===== src/rtl/regfile_read_stage_if.sv =====
// ----------------------------------------------------------------------------
// regfile_read_stage_if
//   Bundles the write port, the read-request handshake and the registered
//   operand handshake of regfile_read_stage.
//
//   master : the side that writes registers, issues read requests and
//            consumes operand pairs (core / testbench)
//   slave  : the register file read stage itself
//
//   Signals
//     wr_en, wr_addr, wr_data   write port (index 0 is ignored by the stage)
//     req_valid / req_ready     read-request handshake
//     rd_addr_a, rd_addr_b      source register indices for operands A and B
//     out_valid / out_ready     operand-pair handshake toward the logic units
//     out_a, out_b              registered operands
// ----------------------------------------------------------------------------
interface regfile_read_stage_if #(
  parameter int DATA_W = 32,
  parameter int ADDR_W = 5
);
  logic              wr_en;
  logic [ADDR_W-1:0] wr_addr;
  logic [DATA_W-1:0] wr_data;
  logic              req_valid;
  logic              req_ready;
  logic [ADDR_W-1:0] rd_addr_a;
  logic [ADDR_W-1:0] rd_addr_b;
  logic              out_valid;
  logic              out_ready;
  logic [DATA_W-1:0] out_a;
  logic [DATA_W-1:0] out_b;

  modport master (
    output wr_en, wr_addr, wr_data,
    output req_valid, rd_addr_a, rd_addr_b,
    output out_ready,
    input  req_ready, out_valid, out_a, out_b
  );

  modport slave (
    input  wr_en, wr_addr, wr_data,
    input  req_valid, rd_addr_a, rd_addr_b,
    input  out_ready,
    output req_ready, out_valid, out_a, out_b
  );
endinterface


===== src/rtl/regfile_read_stage.sv =====
// ----------------------------------------------------------------------------
// regfile_read_stage
//   2**ADDR_W x DATA_W register file (one write port, two read ports) with a
//   registered operand-fetch stage feeding the OR/AND logic units.
//
//   Ports
//     clk    rising-edge clock
//     rst_n  synchronous active-low reset; clears the register file, the
//            operand register, the stored source indices and out_valid
//     bus    regfile_read_stage_if.slave (write port, request handshake,
//            operand handshake)
//
//   Behaviour summary
//     - register 0 always reads as zero; writes to it are dropped
//     - a read of the register being written in the same cycle returns the
//       write data (bypass)
//     - the operand register holds one pair; it can be consumed and reloaded
//       on the same edge for one pair per cycle
//     - while a pair is stalled, a write to one of its source registers
//       refreshes the stalled operand so the logic units never see stale data
// ----------------------------------------------------------------------------
module regfile_read_stage #(
  parameter int DATA_W = 32,
  parameter int ADDR_W = 5
) (
  input logic                 clk,
  input logic                 rst_n,
  regfile_read_stage_if.slave bus
);

  localparam int DEPTH = 2 ** ADDR_W;

  localparam logic [0:0] EMPTY = 1'b0;
  localparam logic [0:0] FULL  = 1'b1;

  // Read-port resolution: hardwired zero, then same-cycle bypass, then storage.
  function automatic logic [DATA_W-1:0] resolve_read(
    input logic [ADDR_W-1:0] addr,
    input logic [DATA_W-1:0] stored,
    input logic              wr_live,
    input logic [ADDR_W-1:0] wr_addr,
    input logic [DATA_W-1:0] wr_data
  );
    logic [DATA_W-1:0] val;
    val = stored;
    if (addr == '0)
      val = '0;
    else if (wr_live && (wr_addr == addr))
      val = wr_data;
    return val;
  endfunction

  logic [DATA_W-1:0] regs [DEPTH];

  logic [0:0]        state_p1;
  logic [DATA_W-1:0] a_p1;
  logic [DATA_W-1:0] b_p1;
  logic [ADDR_W-1:0] src_a_p1;
  logic [ADDR_W-1:0] src_b_p1;
  logic              vld_p1;

  logic              wr_live;
  logic              accept;
  logic              consume;
  logic [DATA_W-1:0] rd_a_p0;
  logic [DATA_W-1:0] rd_b_p0;

  assign vld_p1  = (state_p1 == FULL);
  // Writes to register 0 never take effect, so they also never bypass/refresh.
  assign wr_live = bus.wr_en && (bus.wr_addr != '0);

  // Ready depends only on stage state and downstream ready, never on req_valid.
  assign bus.req_ready = !vld_p1 || bus.out_ready;
  assign accept        = bus.req_valid && bus.req_ready;
  assign consume       = vld_p1 && bus.out_ready;

  // ---- stage p0: combinational register-file read with bypass ----
  always_comb begin
    rd_a_p0 = resolve_read(bus.rd_addr_a, regs[bus.rd_addr_a],
                           bus.wr_en, bus.wr_addr, bus.wr_data);
    rd_b_p0 = resolve_read(bus.rd_addr_b, regs[bus.rd_addr_b],
                           bus.wr_en, bus.wr_addr, bus.wr_data);
  end

  // Register file storage.
  always_ff @(posedge clk) begin
    if (!rst_n) begin
      for (int i = 0; i < DEPTH; i++)
        regs[i] <= '0;
    end else if (wr_live) begin
      regs[bus.wr_addr] <= bus.wr_data;
    end
  end

  // ---- stage p1: registered operand pair and its source indices ----
  always_ff @(posedge clk) begin
    if (!rst_n) begin
      state_p1 <= EMPTY;
      a_p1     <= '0;
      b_p1     <= '0;
      src_a_p1 <= '0;
      src_b_p1 <= '0;
    end else if (accept) begin
      state_p1 <= FULL;
      a_p1     <= rd_a_p0;
      b_p1     <= rd_b_p0;
      src_a_p1 <= bus.rd_addr_a;
      src_b_p1 <= bus.rd_addr_b;
    end else if (consume) begin
      // Operands keep their last value; only the valid flag drops.
      state_p1 <= EMPTY;
    end else if (vld_p1 && wr_live) begin
      // Stalled pair: follow writes to its own source registers.
      if (bus.wr_addr == src_a_p1)
        a_p1 <= bus.wr_data;
      if (bus.wr_addr == src_b_p1)
        b_p1 <= bus.wr_data;
    end
  end

  assign bus.out_valid = vld_p1;
  assign bus.out_a     = a_p1;
  assign bus.out_b     = b_p1;

endmodule


===== src/flat_wrapper.sv =====
// flat-port wrapper written by rule: the top's interface ports become plain ports
module regfile_read_stage_flat 
#(
  parameter int DATA_W = 32,
  parameter int ADDR_W = 5
)
  (clk, rst_n, bus_wr_en, bus_wr_addr, bus_wr_data, bus_req_valid, bus_rd_addr_a, bus_rd_addr_b, bus_out_ready, bus_req_ready, bus_out_valid, bus_out_a, bus_out_b);
  regfile_read_stage_if #(.DATA_W(DATA_W), .ADDR_W(ADDR_W)) bus_i ();
  input logic clk;
  input logic rst_n;
  input wire logic [$bits(bus_i.wr_en)-1:0] bus_wr_en;
  input wire logic [$bits(bus_i.wr_addr)-1:0] bus_wr_addr;
  input wire logic [$bits(bus_i.wr_data)-1:0] bus_wr_data;
  input wire logic [$bits(bus_i.req_valid)-1:0] bus_req_valid;
  input wire logic [$bits(bus_i.rd_addr_a)-1:0] bus_rd_addr_a;
  input wire logic [$bits(bus_i.rd_addr_b)-1:0] bus_rd_addr_b;
  input wire logic [$bits(bus_i.out_ready)-1:0] bus_out_ready;
  output wire logic [$bits(bus_i.req_ready)-1:0] bus_req_ready;
  output wire logic [$bits(bus_i.out_valid)-1:0] bus_out_valid;
  output wire logic [$bits(bus_i.out_a)-1:0] bus_out_a;
  output wire logic [$bits(bus_i.out_b)-1:0] bus_out_b;
  assign bus_i.wr_en = bus_wr_en;
  assign bus_i.wr_addr = bus_wr_addr;
  assign bus_i.wr_data = bus_wr_data;
  assign bus_i.req_valid = bus_req_valid;
  assign bus_i.rd_addr_a = bus_rd_addr_a;
  assign bus_i.rd_addr_b = bus_rd_addr_b;
  assign bus_i.out_ready = bus_out_ready;
  assign bus_req_ready = bus_i.req_ready;
  assign bus_out_valid = bus_i.out_valid;
  assign bus_out_a = bus_i.out_a;
  assign bus_out_b = bus_i.out_b;
  regfile_read_stage #(.DATA_W(DATA_W), .ADDR_W(ADDR_W)) u_core (.clk(clk), .rst_n(rst_n), .bus(bus_i));
endmodule

===== config.mk =====
export PLATFORM = sky130hd
export DESIGN_NAME = regfile_read_stage_flat
export DESIGN_NICKNAME = d
export VERILOG_FILES = /design/src/rtl/regfile_read_stage_if.sv /design/src/rtl/regfile_read_stage.sv /design/src/flat_wrapper.sv
export SDC_FILE = /design/constraint.sdc
export NUM_CORES = 2
export LEC_CHECK = 0
export CAP_MARGIN = 30
export CORE_UTILIZATION = 52
export CTS_CLUSTER_SIZE = 28
export DETAILED_ROUTE_END_ITERATION = 7
export HOLD_SLACK_MARGIN = 0.12
export PLACE_DENSITY = 0.71
export SKIP_CTS_REPAIR_TIMING = 1
export SYNTH_ARGS = -nofsm -noshare
export SYNTH_HDL_FRONTEND = slang
export SYNTH_SLANG_ARGS = --single-unit

===== constraint.sdc =====
create_clock -name clk -period 4.03 [get_ports clk]
set_input_delay 0.403 -clock clk [delete_from_list [all_inputs] [get_ports clk]]
set_output_delay 0.403 -clock clk [all_outputs]
set_load 0.02 [all_outputs]

### Yosys cells after proc, flatten, opt, wreduce, memory -nomap -nowiden

Memory sizes are Yosys's and may differ from the RTL's.
Cells that the tools add are included.

* equality and inequality tests: 5
* reductions and logical operators: 18
* mux-type cells: 21

Operators with widths (count)
* two-way mux 32 bit: 13
* OR reduction 32 bit: 1
* equality test 5 bit: 4
* zero test 5 bit: 2
* nonzero test 2 bit: 4
* two-way mux 1 bit: 7
* logical AND 1 bit: 6
* AND reduction 3 bit: 2
* two-way mux 5 bit: 1
* nonzero test 5 bit: 1
* != test 2 x 1 -> 1 bit, second input constant: 1
* zero test 1 bit: 1
* logical OR 1 bit: 1

* word-level logic and storage cells: 50
* output and inout bits: 66
* memories: 1
* input port bits: 52
* register bits after elaboration: 75
* RAM bits: 1024

Memories
* u_core.regs: depth 32, bits a word 32, read ports 2, clocked after memory_dff 0, wr ports 32, RTL line regfile_read_stage.sv:53 `logic [DATA_W-1:0] regs [DEPTH];`

### Depth between registers and ports, before layout

* depth in word-level cells: 7
* gate-level depth with buffers: 10
* gate-level depth less buffers: 7

### Least setup slack after synthesis

No wires, ideal clock.

* path kind: input-to-reg
* start point: input port bus_wr_addr[1]
* end point: memory u_core.regs[14][0], enable pin
* data arrival time: 3760 ps
* library setup time: 466 ps
* data required time: 3564 ps
* stages: 5
* path slack: -196 ps
* path buffers: 2
* cells stage by stage: clkbuf_1 nor2b_1 nand3_1 clkbuf_1 o21ai_0

RTL lines
* start, declared: RTL line flat_wrapper.sv:12 `input wire logic [$bits(bus_i.wr_addr)-1:0] bus_wr_addr;`
* end, declared: RTL line regfile_read_stage.sv:53

### Worst setup path after layout

* start point: register u_core.state_p1, in the netlist u_core.bus.out_valid
* end point: register u_core.a_p1[22], in the netlist u_core.bus.out_a[22]

* cells in the longest elaborated chain, start to end: 5
* elaborated cells on any way between the ends: 10
* those cells by class: eq/ne: 1; mux: 1; reduce/logical: 8

Ends and longest elaborated chain
* start, declared: RTL line regfile_read_stage.sv:55 `logic [0:0] state_p1;`
* start signal, assigned: RTL line regfile_read_stage.sv:98 `state_p1 <= EMPTY;`
* start signal, assigned: RTL line regfile_read_stage.sv:104 `state_p1 <= FULL;`
* start signal, assigned: RTL line regfile_read_stage.sv:111 `state_p1 <= EMPTY;`
* zero test 1 bit: RTL line regfile_read_stage.sv:73 `assign bus.req_ready = !vld_p1 || bus.out_ready;`
* logical OR 1 bit: RTL line regfile_read_stage.sv:73
* logical AND 1 bit: RTL line regfile_read_stage.sv:74 `assign accept = bus.req_valid && bus.req_ready;`
* != test 2 x 1 -> 1 bit (no line) or nonzero test 2 bit (tied branches)
* AND reduction 3 bit (no line)
* end signal, assigned: RTL line regfile_read_stage.sv:105 `a_p1 <= rd_a_p0;`
* end signal, assigned: RTL line regfile_read_stage.sv:115 `a_p1 <= bus.wr_data;`
* end, declared: RTL line regfile_read_stage.sv:56 `logic [DATA_W-1:0] a_p1;`

Parallel ways exist; a longest one is shown, timed or not.
A chain may end at the register's enable or synchronous reset.

==> flow_results.org <==
** Outcome
- Run status :: finished, violations left
- Violations in the final reports :: DRC

** Route
- For this run, design rule violations remaining after detail routing come to 2.
- Wires add up to 213000 um.
- DRT Pass-1 Iters :: 8
- In the final routed layout, each cell accounts on average for 36.2 um.
- The detailed router finished its first iteration with 7248 violations.
- The detail route stage leaves a number of antenna-violating nets equal to 0.
- In the routed layout, each cell is associated on average with a via count of 7.11.
- Via count :: 41800

** Clocking
- After clock tree synthesis, the clock-pin slew on the worst setup and hold paths is 0.06 ns.
- CTS built an H-tree with a depth of 3.
- At the later pin of the worst-skew pair, clock insertion delay measures 0.71 ns.
- In this run the deepest clock path goes through 3 buffers.
- Clock tree synthesis selected as its root buffer the cell clkbuf_16.
- Clock tree synthesis found a total of 1099 sinks.
- TritonCTS built the clock tree.
- Buffers inserted during clock tree synthesis total 116.

** Die
- Measured along the y axis, the die boundary spans 338 um.
- Row cnt :: 123
- Horizontal extent of the die :: 338 um
- For this design the top-level I/O count stands at 118.
- Once the floorplan was initialized, standard cells occupied 52.4% of the core.
- Die Outline Area :: 114000 um2
- After floorplanning, the core was sized to cover 112000 um2.

** Placed design
- Timing analysis after detailed placement gives a worst setup slack of 0.574 ns.
- At the end of routability-driven placement, the weighted congestion stood at 0.904.
- The wire-length estimate of the detail-placed layout is 125000 um.
- Number of placed instances, taps included :: 5638
- Cell area reported after detailed placement :: 63100 um2
- # port buffers :: 117

** GRT
- The number of global-route vias before repair came to 40400.
- Overall fraction of global-route tracks in use :: 36.7%
- Number of antenna violations at the first check in global routing :: 16
- Maximum number of pins on one net before global-route repair :: 80
- Summed over all layers, the global routing overflow is 0.
- Global-route wire length before repair :: 298000 um

** Final layout
- Cells with a size suffix above 1 make up 21.3% of the layout.
- Once layout is complete, the cells apart from fillers number 5875.
- Growth of design area from synthesis to finish :: 14.3%
- Number of nets at the end of the flow :: 4310
- At the end of the flow the core is filled with cells to 59.8%.
- Design area :: 67200 um2
- Fillers :: 8403

** Synthesis
- The synthesized design contains 1099 register bits.
- Distinct cell type count of the synthesized netlist :: 57
- Counting flops with an async set or reset pin after synthesis yields a share of 0%.
- The most used flip-flop cell after synthesis is edfxtp_1.
- The average instance in the mapped netlist occupies 13.9 um2.
- Count of flip-flops with a built-in enable after synthesis :: 1024
- During synthesis, Yosys emitted a total of 0 warnings.
- Mapped Cells :: 4235
- Area of the mapped netlist :: 58800 um2
- Seq/Total Area, Yosys :: 54.8%

** Critical path
- Flop-to-flop setup slack :: 1.12 ns
- Reg-to-Reg Start :: u_core.bus.out_valid
- The worst setup path is launched from a flip-flop.
- Along the worst path, the maximum fanout reaches 22.
- The worst register-to-register path has a depth of 9.
- Required arrival time at the worst endpoint :: 4.62 ns
- Start point of the critical path :: u_core.bus.out_valid
- The signal on the critical path passes through nor2b_1 > inv_1 > and2_1 > buf_4 > a41oi_4 > or2_2 > buf_12 > a21oi_1 > a211oi_1.
- Setup crit end kind :: flip-flop
- For this design, the slowest cell found on the critical path is or2_2.
- For this run, the slowest stage of the critical path takes 0.48 ns.
- Startpoint-to-endpoint class of the critical path :: reg2reg
- STA puts the critical path data arrival time at 3.50 ns.
- The worst register-to-register path ends at u_core.bus.out_a[22].

** Min path
- The worst hold path terminates at u_core.src_a_p1[0].
- Worst Hold Class :: in2reg
- The worst hold path passes through 3 cells.
- Hold Crit Start :: bus_rd_addr_a[0]

** Timing
- Min Hold Slack :: 0.124 ns
- Headroom to the max-slew limit came out at 27.3%.
- Minimum clock period :: 2.91 ns
- Post-route clock period utilization :: 72.1%
- Measured slew at the worst slew-check pin :: 1.09 ns
- Worst-case setup margin in the final layout :: 1.12 ns
- Setup clock skew after layout :: 0.0158 ns
- Count of pins over their slew limit :: 0
- Unrepaired setup endpoints after global routing :: false
- The final-report hold violation count is 0.
- Setup TNS after final layout :: 0 ns
- Setup violations remaining at the end of the flow were counted as 0.
- Maximum clock frequency :: 344 MHz

** Pwr
- For this design the static power due to leakage is 24.0 nW.
- For this design the ratio of total power to cell area is 428 nW/um2.
- VDD sags by at most 0.342 mV.
- Total power for the finished layout comes to 28.7 mW.

** Flow run
- Max-cap violations in this run came to 0.
worst max path at each step:
| stage | endpoint | slack, ns | cells past startpoint |
|---|---|---|---|
| floorplan | u_core.regs[14][0] | -0.20 | 5 |
| global placement | u_core.bus.out_a[20] | 0.69 | 9 |
| detailed placement | u_core.bus.out_a[22] | 0.57 | 9 |
| CTS | u_core.bus.out_a[22] | 1.26 | 9 |
| global route | u_core.bus.out_a[22] | 1.06 | 9 |
| finish | u_core.bus.out_a[22] | 1.12 | 9 |
sequential cells by signal, summed over array words and instances, names as in the netlist:
| name | flops |
|---|---|
| u_core.regs | 1024 |
| u_core.bus.out_a | 32 |
| u_core.bus.out_valid | 1 |
| u_core.src_b_p1 | 5 |
| u_core.src_a_p1 | 5 |
| u_core.bus.out_b | 32 |
synth_stat cells (2+ instances only):
| cell | instances | area share [%] |
|---|---|---|
| edfxtp_1 | 1024 | 52 |
| and2_1 | 897 | 9.5 |
| mux4_2 | 378 | 14 |
| clkbuf_1 | 351 | 2.2 |
| mux2i_1 | 329 | 5.6 |
| nor2_1 | 130 | 0.83 |
| a221oi_1 | 128 | 1.9 |
| and3_1 | 108 | 1.1 |
| a22oi_1 | 100 | 1.3 |
| o21ai_0 | 91 | 0.77 |
| a21oi_1 | 85 | 0.72 |
| buf_2 | 76 | 0.65 |
| dfxtp_1 | 75 | 2.6 |
| a211oi_1 | 67 | 0.86 |
| nand2_1 | 56 | 0.36 |
| nor2b_1 | 38 | 0.40 |
| nand2b_1 | 33 | 0.35 |
| o211ai_1 | 32 | 0.41 |
| a2111oi_2 | 31 | 0.79 |
| buf_4 | 23 | 0.29 |
| a21o_1 | 17 | 0.22 |
| o221ai_1 | 17 | 0.25 |
| mux2_2 | 15 | 0.29 |
| o311a_1 | 15 | 0.26 |
| a211o_1 | 14 | 0.21 |
| o22ai_1 | 14 | 0.15 |
| xor2_1 | 12 | 0.18 |
| buf_6 | 10 | 0.19 |
| buf_1 | 8 | 0.051 |
| xnor2_1 | 8 | 0.12 |
| a31oi_1 | 6 | 0.064 |
| nor3_1 | 5 | 0.043 |
| a222oi_1 | 4 | 0.068 |
| clkbuf_2 | 4 | 0.034 |
| nand3_1 | 4 | 0.034 |
| a22o_1 | 3 | 0.045 |
| nand3b_1 | 3 | 0.038 |
| o32ai_1 | 3 | 0.045 |
| nand4_1 | 2 | 0.021 |
| or3_1 | 2 | 0.021 |
power by group:
group | total, mW | switching, mW | internal, mW
combinational | 3.82 | 2.29 | 1.53
sequential | 13.5 | 0.397 | 13.1
clock | 11.4 | 4.66 | 6.76
total | 28.7 | 7.35 | 21.4
metal layers:
metal	up-vias	routed length, um	GRT usage [%]
met3	754	32700	11.4
met5	-	21	0
met1	20900	72200	47.9
met4	4	12500	19.7
met2	3752	95300	54.9
li1	16400	-	-
layout by cell type, fill, tap and decap left out, types with 85 or more instances in the layout:
cell type,instances
buf_4,171
mux4_2,378
edfxtp_1,1024
a221oi_1,128
nor2_1,100
and3_1,107
mux2i_1,329
clkbuf_16,120
and2_1,897
clkdlybuf4s50_1,106
a21oi_1,85
a22oi_1,100
critical path: cells and delay by family, from the launching register on:
family,cells,cell delay [ns]
buffers and inverters,3,0.71
AOI/OAI and AO/OA,3,0.61
and+or+nand+nor,3,1.12
DFF,1,0.32
cells by family after synthesis:
family,synth area share [%]
flops,54.8
compound gates,8.15
other cells,0.00637
xor+xnor,0.298
simple gates,12.9
mux,20.4
buf+inv,3.48
layout make-up:
type / instances / area, um2 / area share, %
flip-flops and latches: 1099 / 32300 / 48.0
repair buffers: 346 / 3740 / 5.57
inverters: 3 / 17.5 / 0.0261
well taps: 1500 / 1880 / 2.79
diodes: 15 / 37.5 / 0.0558
clock inverters: 62 / 757 / 1.13
multi-input cells: 2692 / 25300 / 37.6
clock buffers: 158 / 3270 / 4.87
No activity file was read; power rests on OpenSTA's default activity.
